===== src/rtl/dbus_arbiter_pkg.sv =====
// Shared data-bus definitions: master indices and bus field widths.
// Reused by the arbiter and the DMA engine.
package dbus_arbiter_pkg;

  localparam logic M_CPU = 1'b0;
  localparam logic M_DMA = 1'b1;

  localparam int ADDR_W = 32;
  localparam int DATA_W = 32;
  localparam int BE_W   = 4;

endpackage


===== src/rtl/dbus_arb_grant.sv =====
// Grant selection for the two-master data-bus arbiter: fixed CPU priority
// with a starvation bound that forces a DMA slot after STARVE_LIMIT CPU accepts.
module dbus_arb_grant
  import dbus_arbiter_pkg::*;
#(
  parameter int STARVE_LIMIT = 4,
  parameter int CNT_W        = 4
) (
  input  logic       clk,
  input  logic       rst,
  input  logic [1:0] req,
  input  logic       sNak,
  input  logic       accept,
  output logic       grant
);

  localparam logic [CNT_W-1:0] LIMIT = CNT_W'(STARVE_LIMIT);

  logic             grant_d, grant_q;
  logic [CNT_W-1:0] starve_cnt_d, starve_cnt_q;

  // NOTE: every always_comb output gets a default first so no latch is inferred.
  always_comb begin
    grant_d = grant_q;
    if (!sNak) begin
      unique case (req)
        2'b11:   grant_d = (starve_cnt_q == LIMIT) ? M_DMA : M_CPU;
        2'b01:   grant_d = M_CPU;
        2'b10:   grant_d = M_DMA;
        default: grant_d = grant_q;
      endcase
    end
  end

  // Counts CPU wins only while the DMA is actually waiting.
  always_comb begin
    starve_cnt_d = starve_cnt_q;
    if (!req[M_DMA] || (accept && grant_d == M_DMA)) begin
      starve_cnt_d = '0;
    end else if (accept && grant_d == M_CPU && starve_cnt_q != LIMIT) begin
      starve_cnt_d = starve_cnt_q + CNT_W'(1);
    end
  end

  // NOTE: sequential state uses non-blocking assignments only.
  always_ff @(posedge clk or posedge rst) begin
    if (rst) begin
      grant_q      <= M_CPU;
      starve_cnt_q <= '0;
    end else begin
      grant_q      <= grant_d;
      starve_cnt_q <= starve_cnt_d;
    end
  end

  assign grant = grant_d;

endmodule


===== src/rtl/dbus_arbiter.sv =====
// Two-master (CPU, DMA) arbiter in front of the data-bus decoder using the
// one-deep pipelined slave protocol; routes requests and tracks the response owner.
module dbus_arbiter
  import dbus_arbiter_pkg::*;
#(
  parameter int STARVE_LIMIT = 4,
  parameter int CNT_W        = 4
) (
  input  logic              clk,
  input  logic              rst,
  input  logic [ADDR_W-1:0] m0Addr,
  input  logic              m0EN,
  input  logic              m0WE,
  input  logic [DATA_W-1:0] m0WData,
  input  logic [BE_W-1:0]   m0BE,
  output logic [DATA_W-1:0] m0Data,
  output logic              m0Nak,
  input  logic [ADDR_W-1:0] m1Addr,
  input  logic              m1EN,
  input  logic              m1WE,
  input  logic [DATA_W-1:0] m1WData,
  input  logic [BE_W-1:0]   m1BE,
  output logic [DATA_W-1:0] m1Data,
  output logic              m1Nak,
  output logic [ADDR_W-1:0] sAddr,
  output logic              sEN,
  output logic              sWE,
  output logic [DATA_W-1:0] sWData,
  output logic [BE_W-1:0]   sBE,
  input  logic [DATA_W-1:0] sData,
  input  logic              sNak
);

  logic grant;
  logic accept;
  logic resp_valid_d, resp_valid_q;
  logic resp_owner_d, resp_owner_q;

  dbus_arb_grant #(
    .STARVE_LIMIT (STARVE_LIMIT),
    .CNT_W        (CNT_W)
  ) u_grant (
    .clk    (clk),
    .rst    (rst),
    .req    ({m1EN, m0EN}),
    .sNak   (sNak),
    .accept (accept),
    .grant  (grant)
  );

  // Pure mux of the granted master; no added latency on the request path.
  assign sAddr  = (grant == M_DMA) ? m1Addr  : m0Addr;
  assign sEN    = (grant == M_DMA) ? m1EN    : m0EN;
  assign sWE    = (grant == M_DMA) ? m1WE    : m0WE;
  assign sWData = (grant == M_DMA) ? m1WData : m0WData;
  assign sBE    = (grant == M_DMA) ? m1BE    : m0BE;

  assign accept = sEN & ~sNak;

  // A stall freezes the pending response; otherwise it tracks this cycle's accept.
  always_comb begin
    resp_valid_d = resp_valid_q;
    resp_owner_d = resp_owner_q;
    if (!sNak) begin
      resp_valid_d = accept;
      if (accept) begin
        resp_owner_d = grant;
      end
    end
  end

  always_ff @(posedge clk or posedge rst) begin
    if (rst) begin
      resp_valid_q <= 1'b0;
      resp_owner_q <= M_CPU;
    end else begin
      resp_valid_q <= resp_valid_d;
      resp_owner_q <= resp_owner_d;
    end
  end

  assign m0Data = (resp_valid_q && resp_owner_q == M_CPU) ? sData : '0;
  assign m1Data = (resp_valid_q && resp_owner_q == M_DMA) ? sData : '0;

  assign m0Nak = (resp_valid_q & (resp_owner_q == M_CPU) & sNak) | (m0EN & (grant != M_CPU));
  assign m1Nak = (resp_valid_q & (resp_owner_q == M_DMA) & sNak) | (m1EN & (grant != M_DMA));

endmodule


===== config.mk =====
export PLATFORM = sky130hd
export DESIGN_NAME = dbus_arbiter
export DESIGN_NICKNAME = d
export VERILOG_FILES = /design/src/rtl/dbus_arbiter_pkg.sv /design/src/rtl/dbus_arb_grant.sv /design/src/rtl/dbus_arbiter.sv
export SDC_FILE = /design/constraint.sdc
export NUM_CORES = 1
export LEC_CHECK = 0
export BUFFER_PORTS_ARGS = -buffer_cell sky130_fd_sc_hd__buf_2
export CAP_MARGIN = 5
export CORE_AREA = 5 5 118 120
export CTS_BUF_LIST = sky130_fd_sc_hd__clkbuf_8
export DETAILED_ROUTE_END_ITERATION = 12
export DIE_AREA = 0 0 123 125
export PLACE_DENSITY = 0.57
export SYNTH_ARGS = -nofsm -noshare
export SYNTH_HDL_FRONTEND = slang
export SYNTH_SLANG_ARGS = --single-unit
export TNS_END_PERCENT = 1

===== constraint.sdc =====
create_clock -name clk -period 4.9 [get_ports clk]
set_clock_uncertainty 0.1 [all_clocks]
set_input_delay 0.245 -clock clk [delete_from_list [all_inputs] [get_ports clk]]
set_output_delay 0.245 -clock clk [all_outputs]
set_load 0.01 [all_outputs]

==> qor.yml, run 1 <==
status: "finished clean"
insertion_delay_ns: 0.23
fill_cells: 1421
whs_path_depth: 3
grt_pass1_vias: 2614
r2r-start: "u_grant.starve_cnt_q[0]"
worst_pin_slew_ns: 0.857
syn-cell-area_um2: 2020
place.gp.congestion: 0.798
setup_violations: 0
drt_wl_total_um: 9800
gr-usage-all-layers_pct: 11.1
synth.top_cell.area_share_pct: 51.4
portBuffers: 310
startpoint_type: "register"
timing.hold.ws_ns: 0.245
synth_cell_type_count: 24
async_flop_share_pct: 100
drt_iter0_drc: 44
min_period_ns: 3.02
synth-seq-area-share_pct: 8.68
period_share_pct: 61.7
io_pins: 311
max_cap_viol_count: 0
hold_start: "m1EN"
overflow: 0
hold_end: "u_grant.starve_cnt_q[3]"
hold_viol: 0
core_um2: 12900
dieArea_um2: 15400
areaGrowthSynthToFinish_pct: 85.4
worstPathArrival_ns: 2.68
htree_levels: 1
met3WireLength_um: 1220
synth_nets: 379
cts.clk_slew.worst_paths_ns: 0.04
power.leakage_nw: 2.36
multi_input_area_um2: 1700
seqCellArea_um2: 175
antenna_found_initial: 0
fp.dieH_um: 125
ff2ff_path_depth: 5
remaining_drc_errors: 0
setup_ws_ns: 1.88
critPathKind: "register to output port"
wl_met1_um: 3570
cp_data_required_time_ns: 4.55
power_density_nw_per_um2: 160
synth-edff-count: 0
antenna_left: 0
synth_ff_type: "dfrtp_1"
hpwl_um: 8650
maxSlewHeadroom_pct: 42.7
synth-seq-cells: 7
top_layer_used: "met4"
setup_tns_ns: 0
syn_inst: 202
drv_slew: 0
clock-root-buffer: "clkbuf_8"
post_drt_wl_per_cell_um: 14.5
final_layout_size_suffix_gt1_share_pct: 77.7
grt_pass1_wl_um: 13900
ys_warn_count: 0
dr_total_vias: 2614
ctsLongestPathBuffers: 2
rsz0062_at_grt: "no"
clock.fmax_mhz: 331
pre_cts_ws_ns: 2.10
vias_per_cell: 3.86
hold_class: "primary input to register"
ff2ff_setup_slack_ns: 3.16
end_kind: "output port"
die_w_um: 123
layout.nets: 680
cts_tree: "yes"
worst_r2r_endpoint: "u_grant.grant_q"
start_util_pct: 15.7
peakVddDrop_mv: 0.0766
drtPass1Iterations: 4
synth.area.top_cells: "mux2_4 51%, and2_1 10%, and3_1 9.9%"
clkSinkCount: 7
antenna_cells: 0
grt_max_degree: 37
rows: 42
wl_met2_um: 4960
syn_avg_cell_area_um2: 9.98
cts_buffers: 3
synth_area_leader_cell: "mux2_4"
worstPathMaxFanout: 36
## synth_stat cells, drive strengths merged (3+ instances only)
| cell type | count |
|---|---|
| nand3b | 3 |
| nor2 | 4 |
| clkbuf | 10 |
| mux2 | 69 |
| nand2 | 9 |
| and3 | 32 |
| nand2b | 3 |
| o21ai | 5 |
| inv | 3 |
| buf | 8 |
| a21oi | 3 |
| a21boi | 3 |
| nand3 | 3 |
| dfrtp | 7 |
| and2 | 33 |
## what timing repair did
item                                   4_1_cts  5_1_grt
setup buffers                                0        0
endpoints found under the hold margin        7        0
hold buffers                                 1        0
resized for setup                            0        0
## how the worst max path moves through the flow
| stage | from | end | cells after the start |
|---|---|---|---|
| after floorplan | u_grant.starve_cnt_q[0] | sAddr[0] | 7 |
| after global placement | u_grant.starve_cnt_q[0] | sWData[20] | 8 |
| after detailed placement | u_grant.starve_cnt_q[0] | sWData[16] | 8 |
| after CTS | u_grant.starve_cnt_q[0] | sWData[16] | 8 |
| after global routing | u_grant.starve_cnt_q[0] | sWData[16] | 8 |
| final | u_grant.starve_cnt_q[0] | sWData[16] | 8 |
## where the power goes
group	internal (mW)	switching (mW)	leakage, nW	total, mW
Combinational	0.248	0.193	2.25	0.442
Clock	0.0542	0.0253	0.0269	0.0794
Sequential	0.0611	0.0146	0.0907	0.0758
Total	0.364	0.233	2.36	0.597
## routing by layer
metal  track usage (%)  up-vias
li1                  -     1312
met3              3.70        6
met4              1.56        0
met5                 0        -
met1              12.3     1147
met2              20.8      149
## state kept, by name, summed over array words and instances (netlist names)
signal and count:
resp_valid_q 1, u_grant.grant_q 1, u_grant.starve_cnt_q 4, resp_owner_q 1
## through the flow
step	instances	util [%]	cell area, um2	total power [mW]
floorplan	202	-	2020	0.340
global placement	673	28.6	3680	0.522
detailed placement	673	28.6	3680	0.524
CTS	678	29.0	3740	0.607
global route	678	29.0	3740	0.642
finish	678	29.0	3740	0.597
## cells in the final DEF, fill, tap and decap left out, drive strengths merged
cell,count
a21boi,3
a21oi,3
a22o,1
and2,33
and3,32
buf,313
clkbuf,3
dfrtp,7
dlygate4sd3,1
ha,2
inv,4
mux2,69
nand2,9
nand2b,3
nand3,3
nand3b,3
nor2,4
nor2b,2
nor3b,1
o21ai,5
or4,1
## logic make-up after synthesis
group	count (synthesis)	synth area share, %
AOI/OAI and AO/OA	12	4.09
muxes	69	51.4
buffers and inverters	21	6.89
and+or+nand+nor	91	27.7
adders and majority gates	2	1.24
DFF	7	8.68
## cell type report
class	instances	share of cell area [%]
clock buffers	3	1.10
flip-flops and latches	7	4.69
clock inverters	1	0.100
multi-input cells	174	45.5
well taps	176	5.89
inverters	3	0.301
repair buffers	314	42.4
## critical path, stage by stage, from the launching register on
cell and delay (ns):
dfrtp_1 0.41, inv_1 0.07, ha_1 0.16, nand3b_1 0.09
nand2b_2 0.23, nand2_4 0.49, buf_4 0.47, mux2_4 0.34
buf_2 0.14
(Power assumes the default switching activity.)
==> run 2: changes to the inputs <==
--- a/config.mk
+++ b/config.mk
@@ -7,10 +7,10 @@
 export LEC_CHECK = 0
 export BUFFER_PORTS_ARGS = -buffer_cell sky130_fd_sc_hd__buf_2
 export CAP_MARGIN = 5
-export CORE_AREA = 5 5 118 120
+export CORE_AREA = 5 5 117 119
 export CTS_BUF_LIST = sky130_fd_sc_hd__clkbuf_8
 export DETAILED_ROUTE_END_ITERATION = 12
-export DIE_AREA = 0 0 123 125
+export DIE_AREA = 0 0 122 124
 export PLACE_DENSITY = 0.57
 export SYNTH_ARGS = -nofsm -noshare
 export SYNTH_HDL_FRONTEND = slang
==> constraint.sdc (replaced) <==
create_clock -name clk -period 2.8 [get_ports clk]
set_clock_uncertainty 0.1 [all_clocks]
set_input_delay 0.14 -clock clk [delete_from_list [all_inputs] [get_ports clk]]
set_output_delay 0.14 -clock clk [all_outputs]
set_load 0.01 [all_outputs]
==> qor.yml, run 2 (synthesis gave the netlist of run 1 again) <==
worstPathCellList: "inv_1 > ha_1 > nand3b_1 > nand2b_2 > nand2_4 > buf_12 > mux2_4 > buf_2"
startpoint: "u_grant.starve_cnt_q[0]"
grt_pass1_wl_um: 13000  # -6.5%
gr-usage-all-layers_pct: 10.6  # -0.53 points
postCtsSetupRepairBufs: 0  # unchanged
core_um2: 12500  # -3.2%
clock.fmax_mhz: 403
worst_r2r_endpoint: "u_grant.grant_q"
worstSetupEndpoint: "sAddr[14]"
drtPass1Iterations: 4  # unchanged
period_share_pct: 88.7
cts.clk_slew.worst_paths_ns: 0.04  # about the same
clock-root-buffer: "clkbuf_8"
insertion_delay_ns: 0.23  # about the same
overflow: 0  # unchanged
max_cap_viol_count: 0  # unchanged
slowest_delay_ns: 0.41  # -0.08 ns
post_drt_wl_per_cell_um: 14.4  # -0.41%
cp_slowest_cell: "dfrtp_1"
place.gp.congestion: 0.778  # -2.6%
antenna_left: 0  # unchanged
drt_iter0_drc: 53  # +20%
worstPathBufferInverterCount: 3  # unchanged
dp_cells: 677  # +0.59%
setup_violations: 0  # unchanged
final_common_cell: "buf_2"
end_kind: "output port"
dr_total_vias: 2638  # +0.92%
portBuffers: 310  # unchanged
power_density_nw_per_um2: 282  # +77%
worstPathArrival_ns: 2.24  # -0.44 ns
hold_class: "primary input to register"
grt_max_degree: 35  # -5.4%
final_layout_size_suffix_gt1_share_pct: 78.0  # +0.35 points
worstPathMaxFanout: 26  # -28%
areaGrowthSynthToFinish_pct: 88.7
min_period_ns: 2.48
hpwl_um: 8740  # +1.1%
cp_data_required_time_ns: 2.56  # -1.99 ns
fill_cells: 1345  # -5.3%
worst_pin_slew_ns: 0.382  # -0.476 ns
final_cells: 682  # +0.59%
remaining_drc_errors: 0  # unchanged
dieArea_um2: 15100  # -1.6%
seqCellArea_um2: 175  # unchanged
htree_levels: 1  # unchanged
vias_per_cell: 3.87  # +0.33%
ctsLongestPathBuffers: 2  # unchanged
largest_reg_flops: 4  # unchanged
layout.nets: 688  # +1.2%
timing.hold.ws_ns: 0.129  # -0.116 ns
ctsResizeCount: 0  # unchanged
maxSlewHeadroom_pct: 74.5  # +32 points
final_cell_mix: "310 x buf_2, 69 x mux2_4, 33 x and2_1, 32 x and3_1, 10 x buf_4"
power.leakage_nw: 2.41  # +1.8%
ff2ff_path_depth: 5  # unchanged
startpoint_type: "register"
die_w_um: 122  # -0.81%
antenna_cells: 0  # unchanged
drt_wl_total_um: 9820  # +0.17%
ff2ff_setup_slack_ns: 1.30  # -1.86 ns
status: "finished clean"
critPathKind: "register to output port"
cts_tree: "yes"
start_util_pct: 16.2  # +0.51 points
stdcell_area_um2: 3810  # +1.8%
r2r-start: "u_grant.starve_cnt_q[0]"
cts_buffers: 3  # unchanged
grt_pass1_vias: 2541  # -2.8%
antenna_found_initial: 0  # unchanged
clkSinkCount: 7  # unchanged
setup_tns_ns: 0  # unchanged
rsz0062_at_grt: "no"
io_pins: 311  # unchanged
top_register: "u_grant.starve_cnt_q"
fp.dieH_um: 124  # -0.80%
place_area_um2: 3750  # +1.8%
rows: 41  # -2.4%
multi_input_area_um2: 1700  # unchanged
peakVddDrop_mv: 0.196  # +160%
crit_family: "simple AND/OR/NAND/NOR gates"
critical_path_depth: 8  # unchanged
drv_slew: 0  # unchanged
hold_viol: 0  # unchanged
-- run 2: cell types whose count changed in the layout (fill, tap and decap cells not counted) --
cell    previous run  this run
buf_12             0         1
buf_4              3        10
-- run 2: tightest hold or removal path: cells and delay by family --
family          cells  cell delay (ns)
compound gates      2             0.12
buf+inv             1             0.15
-- run 2: through the flow --
stage	worst slack (ns)	util, %	power (mW)
after global routing	0.182	30.5	1.15
after global placement	0.579	30.1	0.934
after detailed placement	0.528	30.1	0.942
after CTS	0.279	30.5	1.09
after floorplan	1.05	-	0.595
final	0.316	30.5	1.07
-- run 2: final cells by class --
cell class | instances | share of cell area, %
Tap cell | 172 | 5.65
Clock inverter | 1 | 0.0986
Timing Repair Buffer | 322 | 43.5
Clock buffer | 3 | 1.08
Inverter | 3 | 0.296
Multi-Input combinational cell | 174 | 44.7
Sequential cell | 7 | 4.60
-- run 2: worst min-delay path by stage --
stage	cells past startpoint	endpoint	startpoint	slack, ns
2_1_floorplan	1	resp_owner_q	rst	-0.16
3_3_place_gp	2	resp_valid_q	rst	-0.01
3_5_place_dp	2	resp_valid_q	rst	-0.009
4_1_cts	3	u_grant.starve_cnt_q[3]	m1EN	0.13
5_1_grt	3	u_grant.starve_cnt_q[3]	m1EN	0.14
6_report	3	u_grant.starve_cnt_q[3]	m1EN	0.13
-- run 2: repair_timing --
action / in CTS / in global routing
endpoints found under the hold margin: 7 / 0
setup endpoints to repair: 0 / 0
hold buffers: 1 / 0
-- run 2: metal layers --
metal	GRT usage, %	part of all wire, %	up-vias
li1	-	-	1329
met1	13.2	39	1154
met2	19.2	51	153
met3	2.86	10	2
met4	0.490	0.16	0
met5	0	0	-
-- run 2: power by group --
group          leakage, nW  total, mW  internal (mW)  switching, mW
sequential          0.0907      0.112          0.107        0.00452
clock               0.0269      0.139         0.0948         0.0443
combinational         2.29      0.823          0.452          0.371
